`config.mk`:
```
export PLATFORM = sky130hd
export DESIGN_NAME = pc_seq
export DESIGN_NICKNAME = d
export VERILOG_FILES = /design/src/rtl/pc_seq.sv
export SDC_FILE = /design/constraint.sdc
export NUM_CORES = 1
export LEC_CHECK = 0
export ABC_CLOCK_PERIOD_IN_PS = 23500
export CAP_MARGIN = 20
export CORE_MARGIN = 3
export CORE_UTILIZATION = 45
export CTS_CLUSTER_SIZE = 30
export DETAILED_ROUTE_END_ITERATION = 8
export GPL_ROUTABILITY_DRIVEN = 0
export PLACE_DENSITY = 0.7
export SETUP_SLACK_MARGIN = 0.3
export SLEW_MARGIN = 20
export SYNTH_ARGS = -nofsm -noshare
export SYNTH_HDL_FRONTEND = slang
export SYNTH_SLANG_ARGS = --single-unit
```
`constraint.sdc`:
```
create_clock -name i_clk -period 23.5 [get_ports i_clk]
set_input_delay 5.875 -clock i_clk [delete_from_list [all_inputs] [get_ports i_clk]]
set_output_delay 5.875 -clock i_clk [all_outputs]
set_load 0.01 [all_outputs]
```
`src/rtl/pc_seq.sv`:
```
// pc_seq: program-counter sequencer for the multicycle datapath.
// Holds the PC, the registered ALU result and the exception PC, and adds a
// circular return-address stack, a trap vector with return-from-trap, and
// fault detection for misaligned targets and RAS underflow.
module pc_seq #(
    parameter int unsigned WIDTH     = 32,
    parameter int unsigned RESET_PC  = 0,
    parameter int unsigned TRAP_VEC  = 'h80,
    parameter int unsigned ALIGN     = 2,
    parameter int unsigned RAS_DEPTH = 4
) (
    input  logic             i_clk,
    input  logic             i_reset,
    input  logic             i_PCen,
    input  logic             i_IorD,
    input  logic [2:0]       i_PCsrc,
    input  logic             i_Push,
    input  logic [WIDTH-1:0] i_ALUresult,
    input  logic [WIDTH-1:0] i_Imm,
    output logic [WIDTH-1:0] o_Address,
    output logic [WIDTH-1:0] o_ALUout,
    output logic [WIDTH-1:0] o_PC,
    output logic [WIDTH-1:0] o_EPC,
    output logic             o_Fault,
    output logic [1:0]       o_Cause,
    output logic             o_RASempty,
    output logic             o_RASfull
);

    localparam int unsigned PW = $clog2(RAS_DEPTH);
    localparam int unsigned CW = PW + 1;
    localparam logic [WIDTH-1:0] RST_PC = WIDTH'(RESET_PC);
    localparam logic [WIDTH-1:0] TRAP   = WIDTH'(TRAP_VEC);
    localparam logic [WIDTH-1:0] ALIGN_MASK =
        (ALIGN == 0) ? '0 : WIDTH'((64'd1 << ALIGN) - 64'd1);
    localparam logic [CW-1:0] CNT_MAX = CW'(RAS_DEPTH);

    localparam logic [2:0] SRC_ALUREG = 3'b001;
    localparam logic [2:0] SRC_IMM    = 3'b010;
    localparam logic [2:0] SRC_POP    = 3'b011;
    localparam logic [2:0] SRC_TRAP   = 3'b100;
    localparam logic [2:0] SRC_EPC    = 3'b101;

    logic [WIDTH-1:0] r_pc;
    logic [WIDTH-1:0] r_alu;
    logic [WIDTH-1:0] r_epc;
    logic             r_fault;
    logic [1:0]       r_cause;
    logic [WIDTH-1:0] r_ras [RAS_DEPTH];
    logic [PW-1:0]    r_top;
    logic [CW-1:0]    r_cnt;

    logic [WIDTH-1:0] w_target;
    logic             w_trap;
    logic             w_underflow;
    logic             w_misalign;
    logic             w_fault;
    logic             w_push;
    logic             w_pop;
    logic [WIDTH-1:0] w_pc_d;
    logic [WIDTH-1:0] w_epc_d;
    logic [1:0]       w_cause_d;
    logic [PW-1:0]    w_top_d;
    logic [CW-1:0]    w_cnt_d;
    logic             w_wr_en;
    logic [PW-1:0]    w_wr_idx;

    // Select the candidate next-PC; 11x falls back to the ALU result.
    always_comb begin
        case (i_PCsrc)
            SRC_ALUREG: w_target = r_alu;
            SRC_IMM:    w_target = i_Imm;
            SRC_POP:    w_target = r_ras[r_top];
            SRC_EPC:    w_target = r_epc;
            default:    w_target = i_ALUresult;
        endcase
    end

    // Fault detection, next PC/EPC/cause and RAS pointer/count updates.
    always_comb begin
        w_trap      = i_PCen && (i_PCsrc == SRC_TRAP);
        // Underflow wins over misalignment when both would apply.
        w_underflow = i_PCen && (i_PCsrc == SRC_POP) && (r_cnt == '0);
        w_misalign  = i_PCen && (i_PCsrc != SRC_TRAP) && !w_underflow &&
                      (|(w_target & ALIGN_MASK));
        w_fault     = w_underflow || w_misalign;
        w_push      = i_PCen && i_Push && !w_fault;
        w_pop       = i_PCen && (i_PCsrc == SRC_POP) && !w_fault;

        w_top_d  = r_top;
        w_cnt_d  = r_cnt;
        w_wr_en  = 1'b0;
        w_wr_idx = r_top;
        if (w_push && w_pop) begin
            // Replace the top in place: count and pointer stay put.
            w_wr_en = 1'b1;
        end else if (w_push) begin
            // When full the increment lands on the oldest slot and drops it.
            w_wr_en  = 1'b1;
            w_wr_idx = r_top + PW'(1);
            w_top_d  = r_top + PW'(1);
            w_cnt_d  = (r_cnt == CNT_MAX) ? r_cnt : r_cnt + CW'(1);
        end else if (w_pop) begin
            w_top_d = r_top - PW'(1);
            w_cnt_d = r_cnt - CW'(1);
        end

        if (!i_PCen) begin
            w_pc_d = r_pc;
        end else if (w_trap || w_fault) begin
            w_pc_d = TRAP;
        end else begin
            w_pc_d = w_target;
        end

        w_epc_d = (w_trap || w_fault) ? r_pc : r_epc;

        if (w_underflow) begin
            w_cause_d = 2'b10;
        end else if (w_misalign) begin
            w_cause_d = 2'b01;
        end else begin
            w_cause_d = r_cause;
        end
    end

    // Core state registers.
    always_ff @(posedge i_clk or posedge i_reset) begin
        if (i_reset) begin
            r_pc    <= RST_PC;
            r_alu   <= '0;
            r_epc   <= '0;
            r_fault <= 1'b0;
            r_cause <= 2'b00;
            r_top   <= '0;
            r_cnt   <= '0;
        end else begin
            r_pc    <= w_pc_d;
            r_alu   <= i_ALUresult;
            r_epc   <= w_epc_d;
            r_fault <= w_fault;
            r_cause <= w_cause_d;
            r_top   <= w_top_d;
            r_cnt   <= w_cnt_d;
        end
    end

    // Return-address storage; a push always records the pre-update PC.
    always_ff @(posedge i_clk or posedge i_reset) begin
        if (i_reset) begin
            for (int i = 0; i < RAS_DEPTH; i++) begin
                r_ras[i] <= '0;
            end
        end else if (w_wr_en) begin
            r_ras[w_wr_idx] <= r_pc;
        end
    end

    assign o_Address  = i_IorD ? r_alu : r_pc;
    assign o_ALUout   = r_alu;
    assign o_PC       = r_pc;
    assign o_EPC      = r_epc;
    assign o_Fault    = r_fault;
    assign o_Cause    = r_cause;
    assign o_RASempty = (r_cnt == '0);
    assign o_RASfull  = (r_cnt == CNT_MAX);

endmodule

```
==> summary.md, run 1 <==
| Metric | Value |
|---|---|
| Root buf cell | `clkbuf_16` |
| Post CTS Setup Buffer Count | `0` |
| First-pass GRT wire length | `46100 um` |
| Reg2Reg Depth | `11` |
| Synth area leaders | `dfrtp_1 (53%), mux2_2 (13%), mux4_2 (6.5%), mux2_4 (4.1%), o22ai_1 (3.5%)` |
| Antenna Cells | `0` |
| Clk slew on worst S/H paths | `0.06 ns` |
| Vias in the first global route | `about 8300` |
| Max-cap violations | `0` |
| DR WL/cell | `approximately 20 um` |
| Final Util | `0.593` |
| R2R Setup Slk | `between 15 and 20 ns` |
| DRT iter0 DRCs | `between 400 and 500` |
| Synth area leader | `dfrtp_1` |
| Share of cells above drive strength 1 | `0.237` |
| Initial Util | `0.463` |
| P_int | `between 0.9 and 1 mW` |
| EDFF count, synth | `0` |
| CP arrival | `7.25 ns` |
| Sw Pwr | `just over 0.4 mW` |
| Total number of vias | `slightly below 8000` |
| First-pass DRT Iterations | `4` |
| Fmax | `roughly 0.076 GHz` |
| Worst setup SP type | `primary input` |
| Static Leakage | `6.19 nW` |
| Max clock buf depth | `3` |
| Core ar. | `~24000 um2` |
| GR Layer Usage met2 | `0.361` |
| Initial antenna violation count | `1` |
| Top cell type's share of synthesized area | `0.528` |
| Clock skew | `slightly above 0.01 ns` |
| Most frequent cells in the layout | `dfrtp_1 (230), clkdlybuf4s50_1 (199), mux2_2 (131), nand2_1 (100), o21ai_0 (66)` |
| DR DRC count | `0` |
| Final hold violations | `0` |
| IO Port Bufs | `between 200 and 250` |
| Die span in y | `approximately 160 um` |
| Grt ovf | `0` |
| Slew @ Worst Pin | `a little over 1 ns` |
| Rows | `between 50 and 60` |
| Hold path endpoint | `r_ras[59]` |
| Vias per cell | `between 5 and 6` |
| Yosys warns | `0` |
| Hold-fix buffers, CTS | `0` |
| Register area share after synthesis | `0.528` |
| Synth cell types | `46` |
| Power share of the clock group | `0.277` |
| Minimum clock period | `between 10 and 15 ns` |
| Setup violators final | `0` |
| HPWL Detailed | `17600 um` |
| Grt met3 use | `0.0328` |
| H-tree depth | `1` |
| Endpoint of the most critical register-to-register path | `r_ras[94]` |
| Mean post-synth cell area | `approximately 12 um2` |
| GR Util met1 | `0.307` |
| Setup TNS | `0 ns` |
| Largest net degree at the start of global routing | `around 110` |
| Final worst slack | `just over 10 ns` |
| DP Worst Slack | `10.05 ns` |
| Fin crit share | `0.558` |
| Clk Latency, worst-skew pair | `~0.52 ns` |
| Cts bufs inserted | `25` |
| Nets | `between 1000 and 1500` |
| Total power | `~1.4 mW` |
| Asr flop ratio synth | `1.00` |
| Switching part of the total power | `0.289` |
| Cells after synthesis | `between 900 and 1000` |
| Sequential Power Share | `0.429` |
| Die width | `between 150 and 200 um` |
| Slew Limit Fails | `0` |
| Routed wire length | `28400 um` |
| Worst IR Drop VDD | `0.0566 mV` |
| Launching point of the worst reg2reg path | `r_top[1]` |
| WHS Path Cells | `1` |
| Status | `finished clean` |
| Commonest non-fill, non-tap cell in the layout | `dfrtp_1` |
| Hold Crit Start | `r_ras[59]` |
| Type of the most critical hold path | `flop to flop` |
| Power share of the combinational group | `0.294` |
| Worst path required time | `around 18 ns` |
| Max Fanout on Critical Path | `a little over 60` |
| Slew HR | `0.318` |
| Global Route Usage Sum | `0.218` |
| Antenna Nets Post-Route | `0` |
| CTS tree | `built` |
| RSZ-0062 raised after global routing | `no` |
| Die ar. | `26400 um2` |
| Setup crit end kind | `output port` |
| Io pins | `a little over 200` |
| Power Density | `99.0 nW/um2` |
| Sink Count | `about 230` |
| Leading register cell type out of synthesis | `dfrtp_1` |
| Post-synth net total | `slightly below 1000` |
| CP Class | `primary input to output port` |
| GRT busiest layer | `met2` |
| Number of synthesized register bits | `approximately 230` |
| Synthesized area | `11000 um2` |
| Area Overhead vs Synth | `27.9%` |
| # resized after CTS | `0` |
-- how the worst max path moves through the flow --
stage	startpoint	to	slack, ns	cells after the start
2_1_floorplan	i_IorD	o_Address[1]	10.88	3
3_3_place_gp	i_IorD	o_Address[0]	10.08	3
3_5_place_dp	i_IorD	o_Address[0]	10.05	3
4_1_cts	i_IorD	o_Address[0]	10.05	3
5_1_grt	i_IorD	o_Address[7]	10.28	3
6_report	i_IorD	o_Address[0]	10.38	3
-- state kept, by name, indices dropped and copies added, names as in the netlist --
name,cells
o_ALUout,32
o_Cause,2
o_EPC,32
o_Fault,1
o_PC,32
r_cnt,3
r_ras,128
r_top,2
-- cells in the mapped netlist (2+ instances only) --
cell / instances
buf_1: 7
or2_1: 2
a31oi_1: 2
nor4_1: 2
nand2b_1: 31
a221oi_1: 2
or3_1: 6
nand3b_1: 2
clkbuf_1: 45
inv_1: 38
nand2_1: 101
mux2_4: 30
mux2_2: 131
mux4_2: 32
nor2b_1: 36
buf_6: 5
mux2i_1: 3
a21oi_1: 32
xor2_1: 2
nor3b_1: 4
nor3_1: 4
o21ai_0: 66
o22ai_1: 61
o211ai_1: 2
nand3_1: 3
o21ai_1: 2
dfrtp_1: 232
nor2_1: 2
buf_2: 12
ha_1: 2
-- through the flow --
| step | std cells | hold WS (ns) | instance area [um2] |
|---|---|---|---|
| after global placement | 1383 | 0.483 | 13300 |
| after floorplan | 915 | 0.474 | 11000 |
| after detailed placement | 1383 | 0.488 | 13300 |
| final | 1427 | 0.500 | 14100 |
| after global routing | 1427 | 0.510 | 14100 |
| after CTS | 1427 | 0.505 | 14100 |
-- per-layer routing --
layer,routed length [um],vias to the layer above
li1,-,3608
met1,12600,4099
met2,13800,205
met3,1480,34
met4,403,2
met5,13,-
-- power by group through the flow --
stage                     clock (mW)  combinational [mW]  sequential [mW]
after floorplan                    0               0.286            0.579
after global placement             0               0.407            0.599
after detailed placement           0               0.413            0.604
after CTS                      0.393               0.415            0.598
after global routing           0.411               0.445            0.617
final                          0.385               0.410            0.598
-- worst max-delay path, cell delays in order --
cell             delay [ns]
buf_4                  0.46
mux2_2                 0.40
clkdlybuf4s50_1        0.48
-- layout make-up --
type | instances | area (um2)
fillers | 1963 | 9680
inverters | 39 | 154
well taps | 319 | 399
clock buffers | 36 | 737
repair buffers | 218 | 2120
flip-flops and latches | 232 | 5810
multi-input cells | 575 | 4780
clock inverters | 8 | 72.6
-- logic make-up (layout without fill, tap and decap cells) --
logic type               Yosys count  after routing  synth area share
AO/OA/AOI/OAI                    174            174            0.0897
XOR/XNOR                           3              3           0.00239
adder cells (fa/ha/maj)            3              3           0.00409
buffers and inverters            108            301            0.0416
flip-flops                       232            232             0.528
multiplexers                     196            196             0.243
AND/OR/NAND/NOR                  199            199            0.0914
Power figures use the tool's default switching activity.
==> run 2, diff against run 1 <==
Settings changed: ABC_CLOCK_PERIOD_IN_PS 23500 to 13600.
Clock period 23.5 ns to 13.6 ns, I/O delays scaled along.
==> summary.md, run 2 (synthesis gave the netlist of run 1 again) <==
| Metric | Value |
|---|---|
| WHS Path Cells | `1` |
| Root buf cell | `clkbuf_16` |
| Cts bufs inserted | `25` |
| Static Leakage | `roughly 6.2 nW` |
| Hold path endpoint | `r_ras[123]` |
| Nets | `1167` |
| DR WL/cell | `about 20 um` |
| Fmax | `around 0.12 GHz` |
| Largest net degree at the start of global routing | `a little over 80` |
| Max Fanout on Critical Path | `61` |
| Reg2Reg Depth | `11` |
| Grt ovf | `0` |
| Final worst slack | `5.09 ns` |
| Vias per cell | `5.47` |
| Worst IR Drop VDD | `slightly below 0.09 mV` |
| Endpoint of the most critical register-to-register path | `r_ras[94]` |
| Vias in the first global route | `8124` |
| Final hold violations | `0` |
| Worst path required time | `approximately 10 ns` |
| HPWL Detailed | `17700 um` |
| Clk Latency, worst-skew pair | `about 0.52 ns` |
| Initial Util | `0.463` |
| Die span in y | `162 um` |
| Type of the most critical hold path | `flop to flop` |
| Worst setup SP type | `primary input` |
| Setup TNS | `0 ns` |
| Launching point of the worst reg2reg path | `r_top[1]` |
| R2R Setup Slk | `roughly 8.8 ns` |
| Max clock buf depth | `3` |
| First-pass GRT wire length | `between 40000 and 50000 um` |
| Max-cap violations | `0` |
| First-pass DRT Iterations | `5` |
| Io pins | `about 200` |
| Max reg flops | `around 130` |
| Rows | `56` |
| Antenna Cells | `0` |
| Inst Count DP | `~1400` |
| Power Density | `between 150 and 200 nW/um2` |
| H-tree depth | `1` |
| Biggest register | `r_ras` |
| Die ar. | `roughly 26000 um2` |
| Status | `finished clean` |
| Fin crit share | `0.626` |
| Setup violators final | `0` |
| CP arrival | `~5.1 ns` |
| Most frequent cells in the layout | `dfrtp_1 (230), clkdlybuf4s50_1 (199), mux2_2 (131), nand2_1 (100), o21ai_0 (66)` |
| Core ar. | `between 20000 and 25000 um2` |
| IO Port Bufs | `204` |
| Hold-fix buffers, CTS | `0` |
| CP Class | `primary input to output port` |
| Minimum clock period | `between 8 and 9 ns` |
| Commonest non-fill, non-tap cell in the layout | `dfrtp_1` |
| Finished Layout Cells | `~1400` |
| Setup crit end kind | `output port` |
| DR DRC count | `0` |
| Slew Limit Fails | `0` |
| Antenna Nets Post-Route | `0` |
| Sink Count | `around 230` |
| Hold Crit Start | `r_ras[123]` |
| # resized after CTS | `0` |
| Slew HR | `0.320` |
| Area Overhead vs Synth | `28.3%` |
| Slew @ Worst Pin | `approximately 1.0 ns` |
| Routed wire length | `28500 um` |
| RSZ-0062 raised after global routing | `no` |
| Global Route Usage Sum | `0.215` |
| Hold slack final | `roughly 0.50 ns` |
| DP Worst Slack | `roughly 5 ns` |
| Share of cells above drive strength 1 | `0.240` |
| CTS tree | `built` |
| Die width | `between 150 and 200 um` |
| Total number of vias | `a little under 8000` |
| Clk slew on worst S/H paths | `~0.060 ns` |
| Post CTS Setup Buffer Count | `0` |
| DRT iter0 DRCs | `~420` |
| Clock skew | `about 0.009 ns` |
| Initial antenna violation count | `0` |
## run 2: cell count changes in the layout (fill, tap and decap cells not counted), sizes merged
cell | before | now
buf | 19 | 20
bufinv | 1 | 3
clkinv | 6 | 9
clkbuf | 36 | 32
## run 2: critical path, cell delays in order
cell             delay [ns]
buf_2                  0.75
mux2_2                 0.43
clkdlybuf4s50_1        0.50
## run 2: per-stage QoR
step,utilization,area [um2],total power [mW]
floorplan,-,11000,1.50
CTS,0.594,14100,2.46
global placement,0.559,13300,1.74
finish,0.594,14100,2.44
global route,0.594,14100,2.57
detailed placement,0.559,13300,1.76
## run 2: worst max path at each step
stage                        from  cells after the start            to  slack (ns)
after floorplan           i_reset                      1   o_ALUout[0]        3.84
after global placement     i_IorD                      3  o_Address[1]        5.13
after detailed placement   i_IorD                      3  o_Address[7]        5.07
after CTS                  i_IorD                      3  o_Address[7]        5.07
after global routing       i_IorD                      3  o_Address[7]        4.95
final                      i_IorD                      3  o_Address[7]        5.09
## run 2: area by class of cell
type	count	area, um2
clock buffer	32	692
timing repair buffer	219	2130
tap	319	399
clock inverter	13	148
multi-input combinational	575	4780
inverter	39	154
sequential	232	5810
fill	1926	9640
## run 2: layer usage
metal | GRT usage | wire length, um | vias up
met5 | 0 | 0 | -
met4 | 0.0438 | 500 | 0
met3 | 0.0343 | 1280 | 37
met2 | 0.354 | 13800 | 201
met1 | 0.307 | 12900 | 3978
li1 | - | - | 3598
## run 2: where the power goes
part,internal [mW],switching (mW),leakage (nW),total [mW]
Combinational,0.436,0.276,2.82,0.712
Clock,0.416,0.274,0.423,0.691
Sequential,0.882,0.151,2.97,1.03
==> run 3, diff against run 2 <==
Settings changed: ABC_CLOCK_PERIOD_IN_PS 13600 to 7000, PLACE_DENSITY 0.7 to 0.73.
Clock period 13.6 ns to 7 ns, I/O delays scaled along.
==> summary.md, run 3 (synthesis gave the netlist of run 1 again) <==
| Metric | Value |
|---|---|
| Status | `finished clean` |
| DP Area | `around 13000 um2` |
| Total number of vias | `approximately 7900` |
| Slew Limit Fails | `0` |
| Most frequent cells in the layout | `dfrtp_1 (230), clkdlybuf4s50_1 (199), mux2_2 (131), nand2_1 (100), o21ai_0 (66)` |
| RSZ-0062 raised after global routing | `no` |
| Global Route Usage Sum | `0.221` |
| Die width | `about 160 um` |
| Power Density | `about 340 nW/um2` |
| # resized after CTS | `0` |
| Root buf cell | `clkbuf_16` |
| DRT iter0 DRCs | `roughly 510` |
| First-pass GRT wire length | `between 40000 and 50000 um` |
| Routed wire length | `between 20000 and 30000 um` |
| Sequential Power Share | `0.423` |
| CP Launch Point | `i_PCsrc[1]` |
| DR DRC count | `0` |
| R2R Setup Slk | `between 2 and 3 ns` |
| Max Fanout on Critical Path | `39` |
| Final instance area | `~14000 um2` |
| Cts bufs inserted | `25` |
| Area Overhead vs Synth | `28.8%` |
| Rows | `56` |
| Antenna Cells | `0` |
| Slew HR | `0.419` |
| Clock skew | `0.0119 ns` |
| Vias in the first global route | `slightly above 8000` |
| Finished Layout Cells | `around 1400` |
| H-tree depth | `1` |
| Hold Crit Start | `r_ras[59]` |
| Commonest non-fill, non-tap cell in the layout | `dfrtp_1` |
| Sequential cell area | `~5800 um2` |
| Power share of the combinational group | `0.289` |
| Fin crit share | `0.786` |
| Die span in y | `162 um` |
| Fmax | `about 0.18 GHz` |
| Reg2Reg Depth | `12` |
| Worst path required time | `7.38 ns` |
| Filler Cells Inserted | `1926` |
| Switching part of the total power | `0.285` |
| Power share of the clock group | `0.288` |
| Final hold violations | `0` |
| Worst IR Drop VDD | `roughly 0.18 mV` |
| Grt ovf | `0` |
| Setup TNS | `0 ns` |
| First-pass DRT Iterations | `5` |
| Sink Count | `around 230` |
| Hold-fix buffers, CTS | `0` |
| Largest net degree at the start of global routing | `roughly 150` |
| Area of the multi-input gates | `4780 um2` |
| Setup crit end kind | `flop` |
| Max reg flops | `around 130` |
| Max-cap violations | `0` |
| Biggest register | `r_ras` |
| P_int | `around 3.4 mW` |
| Max clock buf depth | `3` |
| Initial antenna violation count | `0` |
| Antenna Nets Post-Route | `0` |
| WHS Path Cells | `1` |
| Clk Latency, worst-skew pair | `0.51 ns` |
| IO Port Bufs | `about 200` |
| CP Class | `primary input to flop` |
| Sw Pwr | `between 1 and 1.5 mW` |
| Die ar. | `26400 um2` |
| HPWL Detailed | `around 19000 um` |
| Worst setup SP type | `primary input` |
| Inst Count DP | `between 1000 and 1500` |
| CP arrival | `5.89 ns` |
| Core ar. | `between 20000 and 25000 um2` |
| Initial Util | `0.463` |
| Clk slew on worst S/H paths | `approximately 0.06 ns` |
| CTS tree | `built` |
| Share of cells above drive strength 1 | `0.238` |
| Type of the most critical hold path | `flop to flop` |
| Setup violators final | `0` |
| DR WL/cell | `between 20 and 25 um` |
| Slew @ Worst Pin | `0.868 ns` |
| Launching point of the worst reg2reg path | `r_top[0]` |
| Io pins | `approximately 210` |
| Post CTS Setup Buffer Count | `0` |
| Nets | `1169` |
| Static Leakage | `between 6 and 7 nW` |
| Minimum clock period | `5.50 ns` |
| Vias per cell | `about 5.5` |
## run 3: cell type report
| cell class | count | share of cell area |
|---|---|---|
| clock inverters | 7 | 0.00971 |
| flip-flops and latches | 232 | 0.410 |
| multi-input cells | 575 | 0.338 |
| repair buffers | 221 | 0.153 |
| well taps | 319 | 0.0282 |
| clock buffers | 36 | 0.0513 |
| inverters | 39 | 0.0106 |
## run 3: path summary, 6_finish.rpt
check / endpoint
setup / recovery: r_ras[48]
min in group asynchronous: r_ras[57]
setup reg to reg: r_ras[48]
hold / removal: r_ras[59]
hold reg to reg: r_ras[59]
max in group asynchronous: o_PC[12]
## run 3: metal layers
metal  track usage  up-vias  wire (um)
met4        0.0523        0        490
met2         0.366      243      14200
met3        0.0374       36       1810
li1              -     3614          -
met1         0.308     4025      12900
met5             0        -          0
## run 3: metrics by stage
stage          power (mW)  setup WS (ns)  hold slack, ns   util
2_1_floorplan        2.91           2.07           0.474      -
3_3_place_gp         3.38          0.890           0.482  0.560
3_5_place_dp         3.43          0.720           0.488  0.560
4_1_cts              4.83           1.27           0.502  0.596
5_1_grt              5.04           1.14           0.515  0.597
6_report             4.79           1.50           0.500  0.597
## run 3: worst max-delay path, cell delays in order
cell and delay (ns):
buf_2 0.43, buf_4 0.43, nand3b_1 0.19, o22ai_1 0.09
nor3_1 0.13, or3_1 0.28, or2_1 0.38, clkinv_1 0.35
ha_1 0.42, nor2_1 0.18, nand2_1 0.07, o21ai_0 0.13
nand2_2 0.54, mux2_2 0.49
## run 3: power groups by stage
stage,combinational (mW),clock [mW],sequential (mW)
2_1_floorplan,0.962,0,1.94
3_3_place_gp,1.36,0,2.02
3_5_place_dp,1.39,0,2.04
4_1_cts,1.40,1.41,2.02
5_1_grt,1.49,1.47,2.08
6_report,1.39,1.38,2.03
